--- config.mk ---
export PLATFORM = sky130hd
export DESIGN_NAME = samsun_core
export DESIGN_NICKNAME = d
export VERILOG_FILES = /design/src/rtl/samsun_core.sv
export SDC_FILE = /design/constraint.sdc
export NUM_CORES = 2
export LEC_CHECK = 0
export CAP_MARGIN = 0
export CORE_MARGIN = 3
export CORE_UTILIZATION = 45
export CTS_BUF_LIST = sky130_fd_sc_hd__clkbuf_8
export CTS_CLUSTER_SIZE = 12
export DETAILED_ROUTE_END_ITERATION = 8
export PLACE_DENSITY = 0.74
export SLEW_MARGIN = 40
export SYNTH_ARGS = -nofsm -noshare
export SYNTH_HDL_FRONTEND = slang
export SYNTH_SLANG_ARGS = --single-unit
--- constraint.sdc ---
create_clock -name clk_i -period 3.8 [get_ports clk_i]
set_input_delay 0.76 -clock clk_i [delete_from_list [all_inputs] [get_ports clk_i]]
set_output_delay 0.76 -clock clk_i [all_outputs]
set_load 0.02 [all_outputs]
--- src/rtl/samsun_core.sv ---
// samsun_core: three-stage PC -> IF/ID -> ID/EX fetch/decode front end with a 32x32 register file.
// Optional macro SAMSUN_CORE_WB_BYPASS_EN forwards same-cycle writeback data into decode reads.
module samsun_core (
   input  logic        clk_i,
   input  logic        rst_ni,
   output logic [31:0] imem_request_pc_o,
   input  logic [31:0] imem_response_pc_i,
   input  logic [31:0] imem_response_instr_i,
   input  logic        br_taken_i,
   input  logic [31:0] br_tgt_addr_i,
   output logic [12:0] exec_ctrl_signal_o,
   output logic [31:0] exec_operand1_o,
   output logic [31:0] exec_operand2_o,
   output logic [31:0] exec_rs2_o,
   output logic [4:0]  exec_rd_addr_o,
   output logic [31:0] exec_pc_o,
   input  logic        exec_flush_i,
   input  logic        exec_ready_i,
   input  logic [4:0]  wb_rd_addr_i,
   input  logic [31:0] wb_rd_i,
   input  logic        wb_rd_en_i
);

   localparam logic [6:0] OpcOp     = 7'b0110011;
   localparam logic [6:0] OpcOpImm  = 7'b0010011;
   localparam logic [6:0] OpcLui    = 7'b0110111;
   localparam logic [6:0] OpcAuipc  = 7'b0010111;
   localparam logic [6:0] OpcLoad   = 7'b0000011;
   localparam logic [6:0] OpcStore  = 7'b0100011;
   localparam logic [6:0] OpcBranch = 7'b1100011;
   localparam logic [6:0] OpcJal    = 7'b1101111;
   localparam logic [6:0] OpcJalr   = 7'b1100111;

   logic [31:0] pc_q;
   logic [31:0] ifid_instr_q, ifid_pc_q;
   logic        ifid_valid_q;
   logic [31:0] rf_q [32];
   logic        kill;

   assign imem_request_pc_o = pc_q;
   assign kill              = br_taken_i | exec_flush_i;

   // Fetch: the redirect wins over a stall so a taken branch is never lost.
   always_ff @(posedge clk_i or negedge rst_ni) begin
      if (!rst_ni) begin
         pc_q         <= 32'h0;
         ifid_instr_q <= 32'h0;
         ifid_pc_q    <= 32'h0;
         ifid_valid_q <= 1'b0;
      end else begin
         if (br_taken_i) pc_q <= br_tgt_addr_i;
         else if (exec_ready_i) pc_q <= pc_q + 32'd4;
         if (kill) begin
            ifid_valid_q <= 1'b0;
         end else if (exec_ready_i) begin
            ifid_instr_q <= imem_response_instr_i;
            ifid_pc_q    <= imem_response_pc_i;
            ifid_valid_q <= 1'b1;
         end
      end
   end

   // Register file holds no reset; x0 is never written.
   always_ff @(posedge clk_i) begin
      if (wb_rd_en_i && (wb_rd_addr_i != 5'd0)) rf_q[wb_rd_addr_i] <= wb_rd_i;
   end

   logic [4:0]  rs1, rs2, rd;
   logic [31:0] rs1_val, rs2_val;
   assign rs1 = ifid_instr_q[19:15];
   assign rs2 = ifid_instr_q[24:20];
   assign rd  = ifid_instr_q[11:7];

   always_comb begin
      rs1_val = (rs1 == 5'd0) ? 32'h0 : rf_q[rs1];
      rs2_val = (rs2 == 5'd0) ? 32'h0 : rf_q[rs2];
`ifdef SAMSUN_CORE_WB_BYPASS_EN
      if (wb_rd_en_i && (wb_rd_addr_i != 5'd0) && (wb_rd_addr_i == rs1)) rs1_val = wb_rd_i;
      if (wb_rd_en_i && (wb_rd_addr_i != 5'd0) && (wb_rd_addr_i == rs2)) rs2_val = wb_rd_i;
`endif
   end

   logic [31:0] i_imm, s_imm, b_imm, u_imm, j_imm;
   assign i_imm = {{20{ifid_instr_q[31]}}, ifid_instr_q[31:20]};
   assign s_imm = {{20{ifid_instr_q[31]}}, ifid_instr_q[31:25], ifid_instr_q[11:7]};
   assign b_imm = {{19{ifid_instr_q[31]}}, ifid_instr_q[31], ifid_instr_q[7],
                   ifid_instr_q[30:25], ifid_instr_q[11:8], 1'b0};
   assign u_imm = {ifid_instr_q[31:12], 12'h0};
   assign j_imm = {{11{ifid_instr_q[31]}}, ifid_instr_q[31], ifid_instr_q[19:12],
                   ifid_instr_q[20], ifid_instr_q[30:21], 1'b0};

   logic [2:0]  funct3;
   logic [3:0]  alu_op, arith_op;
   logic        rd_we, mem_rd, mem_wr, branch, jump, dec_valid;
   logic [31:0] op1, op2, rs2_out;
   logic [4:0]  rd_out;
   logic [12:0] ctrl;
   assign funct3 = ifid_instr_q[14:12];

   // SUB/SRA selection by funct7[5]; OP-IMM only honours it for shifts.
   always_comb begin
      unique case (funct3)
         3'd0:    arith_op = (ifid_instr_q[6:0] == OpcOp && ifid_instr_q[30]) ? 4'd1 : 4'd0;
         3'd1:    arith_op = 4'd2;
         3'd2:    arith_op = 4'd3;
         3'd3:    arith_op = 4'd4;
         3'd4:    arith_op = 4'd5;
         3'd5:    arith_op = ifid_instr_q[30] ? 4'd7 : 4'd6;
         3'd6:    arith_op = 4'd8;
         default: arith_op = 4'd9;
      endcase
   end

   always_comb begin
      alu_op = 4'd0; rd_we = 1'b0; mem_rd = 1'b0; mem_wr = 1'b0;
      branch = 1'b0; jump = 1'b0; dec_valid = 1'b1;
      op1 = 32'h0; op2 = 32'h0; rs2_out = 32'h0;
      case (ifid_instr_q[6:0])
         OpcOp:     begin op1 = rs1_val; op2 = rs2_val; alu_op = arith_op; rd_we = 1'b1; end
         OpcOpImm:  begin
            op1 = rs1_val; alu_op = arith_op; rd_we = 1'b1;
            op2 = (funct3 == 3'd1 || funct3 == 3'd5) ? {27'h0, ifid_instr_q[24:20]} : i_imm;
         end
         OpcLui:    begin op2 = u_imm; rd_we = 1'b1; end
         OpcAuipc:  begin op1 = ifid_pc_q; op2 = u_imm; rd_we = 1'b1; end
         OpcLoad:   begin op1 = rs1_val; op2 = i_imm; mem_rd = 1'b1; rd_we = 1'b1; end
         OpcStore:  begin op1 = rs1_val; op2 = s_imm; mem_wr = 1'b1; rs2_out = rs2_val; end
         OpcBranch: begin
            op1 = rs1_val; op2 = ifid_pc_q + b_imm; rs2_out = rs2_val; branch = 1'b1;
         end
         OpcJal:    begin op1 = ifid_pc_q; op2 = j_imm; jump = 1'b1; rd_we = 1'b1; end
         OpcJalr:   begin op1 = rs1_val; op2 = i_imm; jump = 1'b1; rd_we = 1'b1; end
         default:   dec_valid = 1'b0;
      endcase
      rd_out = rd_we ? rd : 5'd0;
      ctrl   = {1'b1, jump, branch, funct3, mem_wr, mem_rd, rd_we, alu_op};
   end

   // Bubbles present an all-zero slot on every exec_* output.
   always_ff @(posedge clk_i or negedge rst_ni) begin
      if (!rst_ni) begin
         exec_ctrl_signal_o <= 13'h0;
         exec_operand1_o    <= 32'h0;
         exec_operand2_o    <= 32'h0;
         exec_rs2_o         <= 32'h0;
         exec_rd_addr_o     <= 5'h0;
         exec_pc_o          <= 32'h0;
      end else if (kill || (exec_ready_i && !(ifid_valid_q && dec_valid))) begin
         exec_ctrl_signal_o <= 13'h0;
         exec_operand1_o    <= 32'h0;
         exec_operand2_o    <= 32'h0;
         exec_rs2_o         <= 32'h0;
         exec_rd_addr_o     <= 5'h0;
         exec_pc_o          <= 32'h0;
      end else if (exec_ready_i) begin
         exec_ctrl_signal_o <= ctrl;
         exec_operand1_o    <= op1;
         exec_operand2_o    <= op2;
         exec_rs2_o         <= rs2_out;
         exec_rd_addr_o     <= rd_out;
         exec_pc_o          <= ifid_pc_q;
      end
   end

endmodule

==> impl_metrics.yaml <==
yosys:
  ys_ff_latch: 1267
  synth_largest_area_cell: "edfxtp_1"
  synth-edff-count: 1024
  synth_common_cells: "edfxtp_1, mux4_2, dfrtp_1, nand2_1, o21ai_0"
  ys_seq_area_share_pct: 62.8
  synth.area.top_cells: "edfxtp_1, mux4_2, dfrtp_1"
  async_flop_share_pct: 19.2
  yosysUniqueCellTypes: 66
  ys_warn_count: 0
  synth_top_area_share_pct: 52.4
  synth_ff_type: "edfxtp_1"
  synth.avg_cell_area_um2: 18.7
  synth_most_common_cell: "edfxtp_1"
  syn-cell-area_um2: 58700
  netlist_instances: 3143
cells_and_area:
  fill_cells: 9950
  drive_gt1_share_pct: 31.3
  multi_input_area_um2: 21200
  seqCellArea_um2: 36900
  area_growth_pct: 17.6
  final_nets: 3794
  final-instance-count-excl-fill: 5520
sta:
  finalClockSkew_ps: 55.0
  worst_pin_slew_ps: 819
  fmax_ghz: 0.285
  relSlewSlack_pct: 45.4
  setup_viol: 0
  finalCriticalPeriod_ps: 3510
  setup_tns_ps: 0
  rsz0062_at_grt: "no"
  period_share_pct: 92.3
  slew_viol_final: 0
  hold_viol: 0
drt:
  antenna_left: 0
  num_vias: 35800
  drt_iter0_markers: 4759
  vias_per_cell: 6.48
  wl_per_cell_um: 32.0
  drc: 0
  wl_um: 177000
  firstDrtPassIters: 8
clock_network:
  hold_buffers: 1
  clk_latency_ps: 920
  clock-root-buffer: "clkbuf_8"
  clock_sinks: 1267
  clkTransAtPathRegs_ps: 70
  postCtsSetupBuffers: 0
  cts_made_buffers: 193
  cts_tree: "done"
  ctsResizeCount: 0
  htreeDepth: 4
  clk_path_buf_depth: 3
critical_path:
  rr_worst_depth: 10
  start_kind: "flop"
  reg2reg_setup_slack_ps: 290
  end_kind: "flop"
  regToRegStartpoint: "ifid_pc_q[1]"
  critPathMaxFanout: 4
  worstPathRequired_ps: 4610
  worstReg2RegEnd: "exec_operand2_o[25]"
  path_class: "flop to flop"
  arrival_ps: 4310
power_and_ir_drop:
  leakagePower_uw: 0.0235
  ir_drop_mv: 0.263
  power_density_nw_per_um2: 507
global_routing:
  grt_pass1_vias: 36300
  antenna_found_initial: 25
  overflow: 0
  grtUsageTotal_pct: 26.1
  grt_max_degree: 99
  grt_pass1_wl_um: 255000
placed_design:
  io_buffer_count: 316
  routabilityCongestion: 0.940
  dp_hpwl_um: 105000
  placed_cells: 5154
die:
  initial_utilization_pct: 45.6
  num_io_pins: 317
  chipWidth_um: 367
  die-area_um2: 135000
  rows: 131
  die_h_um: 367
  coreArea_um2: 129000
hold_path:
  min-delay-path-class: "input port to async pin"
run:
  maxCapViolCount: 0
run_status:
  status: "finished clean"
power by group:
| group | leakage (µW) | internal [µW] | total [µW] | switching, µW |
|---|---|---|---|---|
| logic | 0.00889 | 3980 | 8160 | 4180 |
| clock network | 0.00213 | 5350 | 10800 | 5420 |
| registers | 0.0124 | 15400 | 16000 | 652 |
| total | 0.0235 | 24700 | 34900 | 10300 |
state kept, by name, summed over array words and instances (netlist names):
register            cells
rf_q                 1024
exec_operand1_o        32
exec_operand2_o        32
exec_pc_o              32
exec_rs2_o             32
ifid_instr_q           32
ifid_pc_q              32
imem_request_pc_o      32
exec_ctrl_signal_o     13
exec_rd_addr_o          5
ifid_valid_q            1
cell type report:
type	instances	share of cell area, %
multi-input combinational	1667	30.7
clock inverter	146	1.14
sequential	1267	53.5
inverter	17	0.0925
timing repair buffer	477	7.26
tap	1729	3.14
clock buffer	208	4.15
antenna	9	0.0327
cell families (layout without fill, tap and decap cells):
group                    Yosys count  count (layout)  share of synthesized area [%]
other                              1              41                        0.00639
AND/OR/NAND/NOR                  356             356                           2.76
flip-flops                      1267            1267                           62.8
XOR/XNOR                          49              49                          0.732
AO/OA/AOI/OAI                    413             413                           4.71
adder cells (fa/ha/maj)           32              32                          0.695
buffers and inverters            240             848                           1.78
multiplexers                     785             785                           26.5
per-layer routing:
| layer | track usage [%] | part of all wire (%) | vias to the layer above |
|---|---|---|---|
| li1 | - | - | 14200 |
| met1 | 34.2 | 36 | 18700 |
| met2 | 41.3 | 48 | 2441 |
| met3 | 8.51 | 13 | 396 |
| met4 | 9.20 | 3.5 | 30 |
| met5 | 0 | 0.10 | - |
worst max path at each step:
stage               cells after the start  slack, ps                  end        startpoint
floorplan                               3        800          rf_q[28][0]   wb_rd_addr_i[1]
global placement                        8        410  exec_operand2_o[28]  ifid_instr_q[31]
detailed placement                     10        420  exec_operand2_o[25]   ifid_instr_q[8]
CTS                                     8        380  exec_operand2_o[28]  ifid_instr_q[31]
global route                            8        250  exec_operand2_o[28]  ifid_instr_q[31]
finish                                 10        290  exec_operand2_o[25]      ifid_pc_q[1]
critical path: stages, from the launching register on:
cell and delay (ps):
dfrtp_1 420, ha_1 220, fa_1 430, a211oi_1 370, o21ai_0 320, a2111oi_1 810
buf_4 250, nor4_1 60, or3_1 360, nand3_1 110, a21oi_1 70
per-stage QoR:
step | setup WS [ps] | utilization (%) | cell area [µm²] | hold WS, ps | power [µW]
after floorplan | 798 | - | 58800 | 464 | 21300
after global placement | 414 | 50.8 | 65300 | 463 | 24300
after detailed placement | 416 | 50.8 | 65300 | 476 | 24400
after CTS | 384 | 53.6 | 68900 | 257 | 35000
after global routing | 253 | 53.6 | 68900 | 258 | 36200
final | 294 | 53.7 | 69000 | 293 | 34900
cells in the final DEF, fill, tap and decap left out, drive strengths merged, types with 5 or more instances in the layout:
| cell | instances |
|---|---|
| edfxtp | 1024 |
| mux4 | 609 |
| clkdlybuf4s50 | 282 |
| dfrtp | 243 |
| clkbuf | 208 |
| buf | 194 |
| nand2 | 150 |
| o21ai | 135 |
| mux2i | 109 |
| inv | 89 |
| nor2 | 79 |
| a22oi | 73 |
| clkinv | 68 |
| mux2 | 67 |
| a21oi | 54 |
| a22o | 52 |
| conb | 32 |
| nand3 | 31 |
| ha | 31 |
| xor2 | 28 |
| xnor2 | 21 |
| a21o | 18 |
| o211ai | 18 |
| and3 | 17 |
| nor3 | 15 |
| nand4 | 14 |
| diode | 9 |
| nand2b | 9 |
| nor2b | 8 |
| o31ai | 8 |
| nor4 | 8 |
| or2 | 6 |
| a222oi | 6 |
| or3 | 6 |
| a211oi | 6 |
| a31oi | 5 |
| o221ai | 5 |
No activity file was read; power rests on OpenSTA's default activity.
